File: src/rtl/word_serializer_pkg.sv
// Shared definitions for the word serializer: FSM state encodings and a
// helper that sizes the beat counter.
package word_serializer_pkg;

  // 2'd3 is unused; the FSM treats it as illegal and falls back to IDLE.
  typedef enum logic [1:0] {
    S_IDLE  = 2'd0,
    S_SHIFT = 2'd1,
    S_DONE  = 2'd2
  } state_t;

  // Counter width is ceil(log2(width)), but at least one bit.
  function automatic int cnt_width(input int width);
    return (width <= 2) ? 1 : $clog2(width);
  endfunction

endpackage

File: src/rtl/word_serializer_shift_register.sv
// Shadow register for the serializer: parallel load, one-bit zero-fill
// shift per enable, and the bit currently at the transmit end.
module shift_register
  import word_serializer_pkg::*;
#(
  parameter int WIDTH     = 16,
  parameter bit MSB_FIRST = 1'b1
) (
  input  logic             clk,
  input  logic             reset,
  input  logic             i_load,
  input  logic             i_shift,
  input  logic [WIDTH-1:0] i_data,
  output logic             o_head
);

  logic [WIDTH-1:0] r_shadow;
  logic [WIDTH-1:0] w_shifted;

  // Shifted image of the shadow: left for MSB-first, right for LSB-first,
  // with a zero entering at the far end.
  genvar gi;
  generate
    for (gi = 0; gi < WIDTH; gi++) begin : g_shift
      if (MSB_FIRST) begin : g_left
        if (gi == 0) begin : g_fill
          assign w_shifted[gi] = 1'b0;
        end else begin : g_move
          assign w_shifted[gi] = r_shadow[gi-1];
        end
      end else begin : g_right
        if (gi == WIDTH - 1) begin : g_fill
          assign w_shifted[gi] = 1'b0;
        end else begin : g_move
          assign w_shifted[gi] = r_shadow[gi+1];
        end
      end
    end
  endgenerate

  // Load has priority; shift only advances on an accepted beat, else hold.
  always_ff @(posedge clk) begin
    if (reset) begin
      r_shadow <= '0;
    end else if (i_load) begin
      r_shadow <= i_data;
    end else if (i_shift) begin
      r_shadow <= w_shifted;
    end
  end

  assign o_head = MSB_FIRST ? r_shadow[WIDTH-1] : r_shadow[0];

endmodule

File: src/rtl/word_serializer.sv
// Word serializer: captures a parallel word on start and sends it one bit
// per accepted valid/ready beat, then pulses done for one cycle.
module word_serializer
  import word_serializer_pkg::*;
#(
  parameter int WIDTH     = 16,
  parameter bit MSB_FIRST = 1'b1
) (
  input  logic             clk,
  input  logic             reset,
  input  logic [WIDTH-1:0] in,
  input  logic             start,
  input  logic             ser_ready,
  output logic             ser_out,
  output logic             ser_valid,
  output logic             busy,
  output logic             done
);

  localparam int CNT_W = cnt_width(WIDTH);
  localparam logic [CNT_W-1:0] LAST_COUNT = CNT_W'(WIDTH - 1);

  state_t           r_state;
  state_t           w_state_next;
  logic [CNT_W-1:0] r_count;
  logic [CNT_W-1:0] w_count_next;
  logic             w_load;
  logic             w_beat;
  logic             w_head;

  shift_register #(
    .WIDTH    (WIDTH),
    .MSB_FIRST(MSB_FIRST)
  ) u_shift_register (
    .clk    (clk),
    .reset  (reset),
    .i_load (w_load),
    .i_shift(w_beat),
    .i_data (in),
    .o_head (w_head)
  );

  // State and beat counter registers; reset aborts any word in flight.
  always_ff @(posedge clk) begin
    if (reset) begin
      r_state <= S_IDLE;
      r_count <= '0;
    end else begin
      r_state <= w_state_next;
      r_count <= w_count_next;
    end
  end

  // Next-state, counter update and output decode of the registered state.
  always_comb begin
    w_state_next = r_state;
    w_count_next = r_count;
    w_load       = 1'b0;
    w_beat       = 1'b0;
    ser_out      = 1'b0;
    ser_valid    = 1'b0;
    busy         = 1'b0;
    done         = 1'b0;
    case (r_state)
      S_IDLE: begin
        if (start) begin
          w_load       = 1'b1;
          w_count_next = '0;
          w_state_next = S_SHIFT;
        end
      end
      S_SHIFT: begin
        ser_valid = 1'b1;
        busy      = 1'b1;
        ser_out   = w_head;
        if (ser_ready) begin
          w_beat       = 1'b1;
          w_count_next = r_count + CNT_W'(1);
          if (r_count == LAST_COUNT) begin
            w_state_next = S_DONE;
          end
        end
      end
      S_DONE: begin
        done         = 1'b1;
        busy         = 1'b1;
        w_state_next = S_IDLE;
      end
      default: begin
        w_state_next = S_IDLE;
      end
    endcase
  end

endmodule

File: config.mk
export PLATFORM = sky130hd
export DESIGN_NAME = word_serializer
export DESIGN_NICKNAME = d
export VERILOG_FILES = /design/src/rtl/word_serializer_pkg.sv /design/src/rtl/word_serializer_shift_register.sv /design/src/rtl/word_serializer.sv
export SDC_FILE = /design/constraint.sdc
export NUM_CORES = 1
export LEC_CHECK = 0
export BUFFER_PORTS_ARGS = -buffer_cell sky130_fd_sc_hd__buf_2
export CAP_MARGIN = 10
export CORE_ASPECT_RATIO = 1.25
export CORE_MARGIN = 2
export CORE_UTILIZATION = 40
export CTS_BUF_LIST = sky130_fd_sc_hd__clkbuf_16
export DETAILED_ROUTE_END_ITERATION = 10
export GPL_TIMING_DRIVEN = 0
export PLACE_DENSITY = 0.7
export SETUP_SLACK_MARGIN = 0.4
export SYNTH_ARGS = -nofsm -noshare
export SYNTH_HDL_FRONTEND = slang
export SYNTH_HIERARCHICAL = 1
export SYNTH_SLANG_ARGS = --single-unit
File: constraint.sdc
create_clock -name clk -period 2 [get_ports clk]
set_input_delay 0.2 -clock clk [delete_from_list [all_inputs] [get_ports clk]]
set_output_delay 0.2 -clock clk [all_outputs]
set_load 0.005 [all_outputs]
==> results of run 1 <==
-- critical path, stage by stage (launching register included) --
cell and delay, ns:
dfxtp_2 0.33, inv_2 0.09, ha_4 0.18, and2_2 0.15, buf_6 0.14, buf_12 0.15, mux2i_1 0.24, a211oi_2 0.10
-- final cells by class --
cell class	count	area (um2)	area share (%)
Multi-Input combinational cell	88	754	50.0
Buffer	7	58.8	3.89
Timing Repair Buffer	23	115	7.62
Sequential cell	22	443	29.3
Tap cell	36	45.0	2.98
Clock buffer	3	75.1	4.97
Inverter	5	18.8	1.24
-- registers in the layout (all words and copies together) (netlist names) --
register	cells
u_shift_register/r_shadow	16
r_count	4
r_state	2
-- path summary, 6_finish.rpt --
path,start,cells after the start,slack [ns],endpoint
max,r_state[1],7,0.50,u_shift_register/r_shadow[12]
min,in[0],3,0.21,u_shift_register/r_shadow[0]
max reg2reg,r_state[1],7,0.50,u_shift_register/r_shadow[12]
min reg2reg,r_state[1],2,0.50,r_state[1]
-- cell usage in the layout, fill, tap and decap left out, types with 2 or more instances in the layout --
master     count
or3b_1         3
a21oi_1        2
dfxtp_1       20
mux2i_1       19
nand3b_1       3
clkbuf_1       2
o32ai_1        2
ha_1           4
nor2b_2        2
dfxtp_2        2
nand3_1        2
inv_1          4
nor2b_1       18
nor2_1         2
buf_2         24
a211oi_1      10
and2_2         2
a211oi_2       6
nand2b_1       5
clkbuf_16      3
-- stage by stage --
step	area, um2	cells	hold slack, ns	power, W
after floorplan	1240	122	0.345	0.00114
after global placement	1400	181	0.464	0.00127
after detailed placement	1400	181	0.468	0.00130
after CTS	1500	184	0.206	0.00175
after global routing	1510	184	0.201	0.00186
final	1510	184	0.208	0.00174
-- where the power goes --
group          internal [W]  switching [W]
combinational      0.000367       0.000359
sequential         0.000545      0.0000665
clock              0.000263       0.000144
-- kinds of logic (layout without fill, tap and decap cells) --
group	count (synthesis)	after routing
adder cells (fa/ha/maj)	6	6
AND/OR/NAND/NOR	42	42
AO/OA/AOI/OAI	21	21
flip-flops	22	22
multiplexers	19	19
buffers and inverters	12	38
-- repair_timing --
| action | CTS | global route |
|---|---|---|
| hold buffers | 0 | 0 |
| hold endpoints to repair | 0 | 0 |
| setup endpoints to repair | 13 | 5 |
| pin swaps | 1 | 0 |
| setup buffers | 0 | 0 |
| gates resized for setup | 9 | 3 |
-- layer usage --
metal	wire [um]	vias to the layer above	part of all wire (%)
met5	0	-	0
met4	0	0	0
met3	96	0	4.1
met2	1230	16	52
met1	1020	426	43
li1	-	486	-
==> flow_metrics.tcl, run 1 <==
set metrics [dict create \
    use_met2_pct 26.4 \
    drcViolationCount 0 \
    num_vias 928 \
    synthDominantCellAreaShare_pct 35.5 \
    synth_xor_area_share_pct 0 \
    hp-class "primary input to register" \
    num_rows 22 \
    worstSkewPairLatency_ns 0.25 \
    worstSetupStartpointType "register" \
    async_reset_ff_share_pct 0 \
    initial_utilization_pct 42.1 \
    syn_area_per_cell_um2 10.2 \
    worst_pin_slew_ns 0.326 \
    place_congestion 0.744 \
    hold_viol_final 0 \
    cp-end-kind "register" \
    synth_top_family_by_area "simple AND/OR/NAND/NOR gates" \
    cts_root_buffer "clkbuf_16" \
    antenna_found_initial 0 \
    post-place-ws_ns 0.295 \
    grt_usage_pct 14.3 \
    first_pass_iters 4 \
    first_iter_violations 11 \
    drive_above_1_share_pct 33.1 \
    die_area_um2 3570 \
    drt-wirelength-per-cell_um 12.7 \
    tritoncts "built" \
    crit_fanout 10 \
    synth_nets 148 \
    cp.arrival_ns 1.63 \
    synth_ff_type "dfxtp_1" \
    port_buffers 23 \
    netlist_area_um2 1240 \
    power_density_nw_per_um2 1150 \
    drv_cap 0 \
    synthAdderAreaFrac_pct 6.05 \
    n_antenna_cell 0 \
    final_nets 176 \
    synth-warning-count 6 \
    die_x_um 53.8 \
    fin_skew_ns 0.00156 \
    viasPerCell 5.04 \
    synth_edf_count 0 \
    grt_pass1_vias 918 \
    netlist_top_cells_area "dfxtp_1 (35%), mux2i_1 (15%), nor2b_1 (9.1%), a211oi_1 (7.3%), ha_1 (6.0%)" \
    ir_worst_vdd_mv 0.691 \
    synth_common_cells "dfxtp_1 (22), mux2i_1 (19), nor2b_1 (18)" \
    cts_inserted_buffers 3 \
    min_period_over_period_pct 74.9 \
    p_leak_nw 0.570 \
    criticalPathCategory "register to register" \
    fin_setup_tns_ns 0 \
    synth_compound_area_share_pct 14.0 \
    die_y_um 66.3 \
    boundaryPins 24 \
    cts_sinks 22 \
    clk_pin_slew_ns 0.06 \
    synth_mux_area_share_pct 15.3 \
    grt.busiest_layer "met2" \
    yosys.area_share.simple_pct 23.2 \
    met1_usage_pct 15.9 \
    synth_most_common_cell "dfxtp_1" \
    fin_util_pct 51.3 \
    drt-total-wl_mm 2.34 \
    cp.required_ns 2.13 \
    fmax_mhz 667 \
    yosys.cell_types.count 27 \
    layout_min_cycle_time_ns 1.50 \
    outcome "complete, no violations" \
    area_growth_pct 21.7 \
    synth.yosys.seq_area_share_pct 35.5 \
    postRouteAntennaNets 0 \
    grt.met3_usage_pct 2.94 \
    hpwl_mm 1.80 \
    finalSetupViolCount 0 \
    n_fill_cell 289 \
    htreeDepth 1 \
    overflow 0 \
    grt_max_degree 12 \
    maxSlewViolCount 0 \
    fin_ws_ns 0.501 \
    synth_seq_cells 22 \
    netlist_instances 122 \
    rsz0062_at_grt "false" \
    cts_buffer_depth 2 \
    core-area_um2 2950 \
    slew_headroom_pct 78.2 \
    yosysTopAreaCell "dfxtp_1" \
    grt_pass1_wl_mm 3.85 \
]
No activity file was read; power rests on OpenSTA's default activity.
==> run 2, diff against run 1 <==
ABC_AREA = 1   (was not set)
clock period = 1.6 ns   (was 2 ns; I/O delays follow)
==> run 2 against run 1 <==
  * Flip-flop and latch count did not move
  * Combinational power rose by 110%
  * Utilization rose by 11 points
  * Critical path type unchanged
  * Largest cell class unchanged
==> flow_metrics.tcl, run 2 <==
set metrics [dict create \
    yosys.cell_types.count 16 \
    fin_setup_tns_ns 0 \
    antenna_found_initial 0 \
    r2r_cells 11 \
    synth.yosys.seq_area_share_pct 35.7 \
    worstSetupStartpointType "register" \
    hold_viol_final 0 \
    synth_seq_cells 22 \
    first_iter_violations 23 \
    r2r-end "u_shift_register/r_shadow[10]" \
    top_regs "u_shift_register/r_shadow: 16 flops, r_count: 4 flops, r_state: 2 flops" \
    synth_edf_count 0 \
    num_rows 22 \
    cp-end-kind "register" \
    overflow 0 \
    hold_end "u_shift_register/r_shadow[0]" \
    worstSkewPairLatency_ns 0.25 \
    total_power_w 0.00278 \
    place_congestion 0.789 \
    area_growth_pct 49.9 \
    final_cell_count_no_fill 264 \
    grt_pass1_wl_mm 4.52 \
    clk_pin_slew_ns 0.06 \
    cts_buffer_depth 2 \
    finalSetupViolCount 0 \
    min_period_over_period_pct 84.4 \
    hold_depth 3 \
    hpwl_mm 1.73 \
    cts_sinks 22 \
    design_area_um2 1850 \
    core-area_um2 2950 \
    viasPerCell 4.75 \
    grt_max_degree 13 \
    cts_inserted_buffers 3 \
    p_leak_nw 0.991 \
    fin_skew_ns 0.00132 \
    synth_ff_type "dfxtp_1" \
    min_from "in[0]" \
    placed_cells 247 \
    htreeDepth 1 \
    timing.rr.start "r_state[0]" \
    synth_nets 214 \
    hold_buffers 0 \
    yosysTopAreaCell "dfxtp_1" \
    slew_headroom_pct 85.4 \
    synth-warning-count 6 \
    synth_common_cells "nand2_1 (68), nand3_1 (29), inv_1 (28)" \
    worst_pin_slew_ns 0.219 \
    netlist_instances 188 \
    netlist_area_um2 1230 \
    num_vias 1253 \
    maxSlewViolCount 0 \
    async_reset_ff_share_pct 0 \
    drcViolationCount 0 \
    criticalPathCategory "register to register" \
    drv_cap 0 \
    die_x_um 53.6 \
    tritoncts "built" \
    die_y_um 66.1 \
    drt-wirelength-per-cell_um 11.1 \
    placed_area_um2 1450 \
    drt-total-wl_mm 2.92 \
    netlist_top_cells_area "dfxtp_1 (36%), nand2_1 (21%), nand3_1 (12%), inv_1 (8.5%), ha_1 (6.1%)" \
    fmax_mhz 741 \
    outcome "complete, no violations" \
    reg2reg_setup_slack_ns 0.25 \
    initial_utilization_pct 41.8 \
    power_density_nw_per_um2 1500 \
    hp-class "primary input to register" \
    crit_fanout 7 \
    layout_min_cycle_time_ns 1.35 \
    ir_worst_vdd_mv 1.07 \
    fin_util_pct 62.7 \
    grt_usage_pct 16.9 \
    boundaryPins 24 \
    drive_above_1_share_pct 42.5 \
    cp.required_ns 1.75 \
    synth_most_common_cell "nand2_1" \
    grt_pass1_vias 1162 \
    syn_area_per_cell_um2 6.56 \
    final_nets 255 \
    rsz0062_at_grt "true" \
    postRouteAntennaNets 0 \
    port_buffers 23 \
    largest_reg_flops 16 \
    layout.cells.most_common_list "nand2_1 (53), inv_1 (24), buf_2 (23)" \
    cts_root_buffer "clkbuf_16" \
    n_antenna_cell 0 \
    first_pass_iters 4 \
    mostFrequentLayoutCell "nand2_1" \
    synthDominantCellAreaShare_pct 35.7 \
    regMostFlops "u_shift_register/r_shadow" \
    die_area_um2 3540 \
    cp.arrival_ns 1.50 \
]
[run 2: kinds of logic (layout without fill, tap and decap cells)]
| logic type | after synthesis | count (layout) | share of synthesized area, % |
|---|---|---|---|
| and+or+nand+nor | 112 | 112 | 39.9 |
| buffers and inverters | 38 | 78 | 14.2 |
| DFF | 22 | 22 | 35.7 |
| AOI/OAI and AO/OA | 10 | 10 | 4.06 |
| adders and majority gates | 6 | 6 | 6.09 |
[run 2: repair_timing]
action,in CTS,in global routing
pin swaps,6,6
endpoints found under the setup margin,17,25
cloned,1,1
gates resized for setup,17,34
buffers inserted,8,3
[run 2: worst max path at each step]
stage	endpoint	cells after the start	slack, ns	start
after global placement	u_shift_register/r_shadow[9]	11	0.20	r_state[1]
after CTS	u_shift_register/r_shadow[8]	11	0.26	r_state[0]
after detailed placement	u_shift_register/r_shadow[5]	11	0.20	r_state[1]
after global routing	u_shift_register/r_shadow[4]	11	0.19	r_state[1]
final	u_shift_register/r_shadow[10]	11	0.25	r_state[0]
after floorplan	u_shift_register/r_shadow[10]	11	0.32	r_state[1]
[run 2: cell type report]
class | instances | area [um2]
Buffer | 7 | 76.3
Clock buffer | 3 | 75.1
Clock inverter | 1 | 3.75
Fill cell | 244 | 1100
Inverter | 31 | 131
Multi-Input combinational cell | 128 | 818
Sequential cell | 22 | 445
Tap cell | 36 | 45.0
Timing Repair Buffer | 36 | 253
[run 2: per-layer routing]
layer  wire [um]  GRT usage (%)  vias up
li1            -              -      659
met2        1510           29.8       26
met4          42           7.69        0
met1        1260           19.7      564
met5           0              0        -
met3         115           2.04        4
[run 2: critical path: stages (launching register included)]
cell and delay, ns:
dfxtp_4 0.37, inv_4 0.07, ha_4 0.14, nand2_2 0.05, inv_2 0.06, buf_8 0.14
inv_8 0.05, clkbuf_16 0.14, nand3_1 0.08, nand3_2 0.07, nand2_1 0.05, inv_1 0.04
[run 2: power breakdown]
part	leakage (nW)	internal (W)	switching, W
combinational	0.771	0.000715	0.000785
clock	0.0385	0.000333	0.000193
sequential	0.181	0.000658	0.0000936
total	0.991	0.00171	0.00107
[run 2: per-stage QoR]
stage | hold slack [ns] | setup WS [ns]
CTS | 0.167 | 0.264
global placement | 0.437 | 0.205
floorplan | 0.219 | 0.315
global route | 0.187 | 0.190
detailed placement | 0.433 | 0.195
finish | 0.171 | 0.250
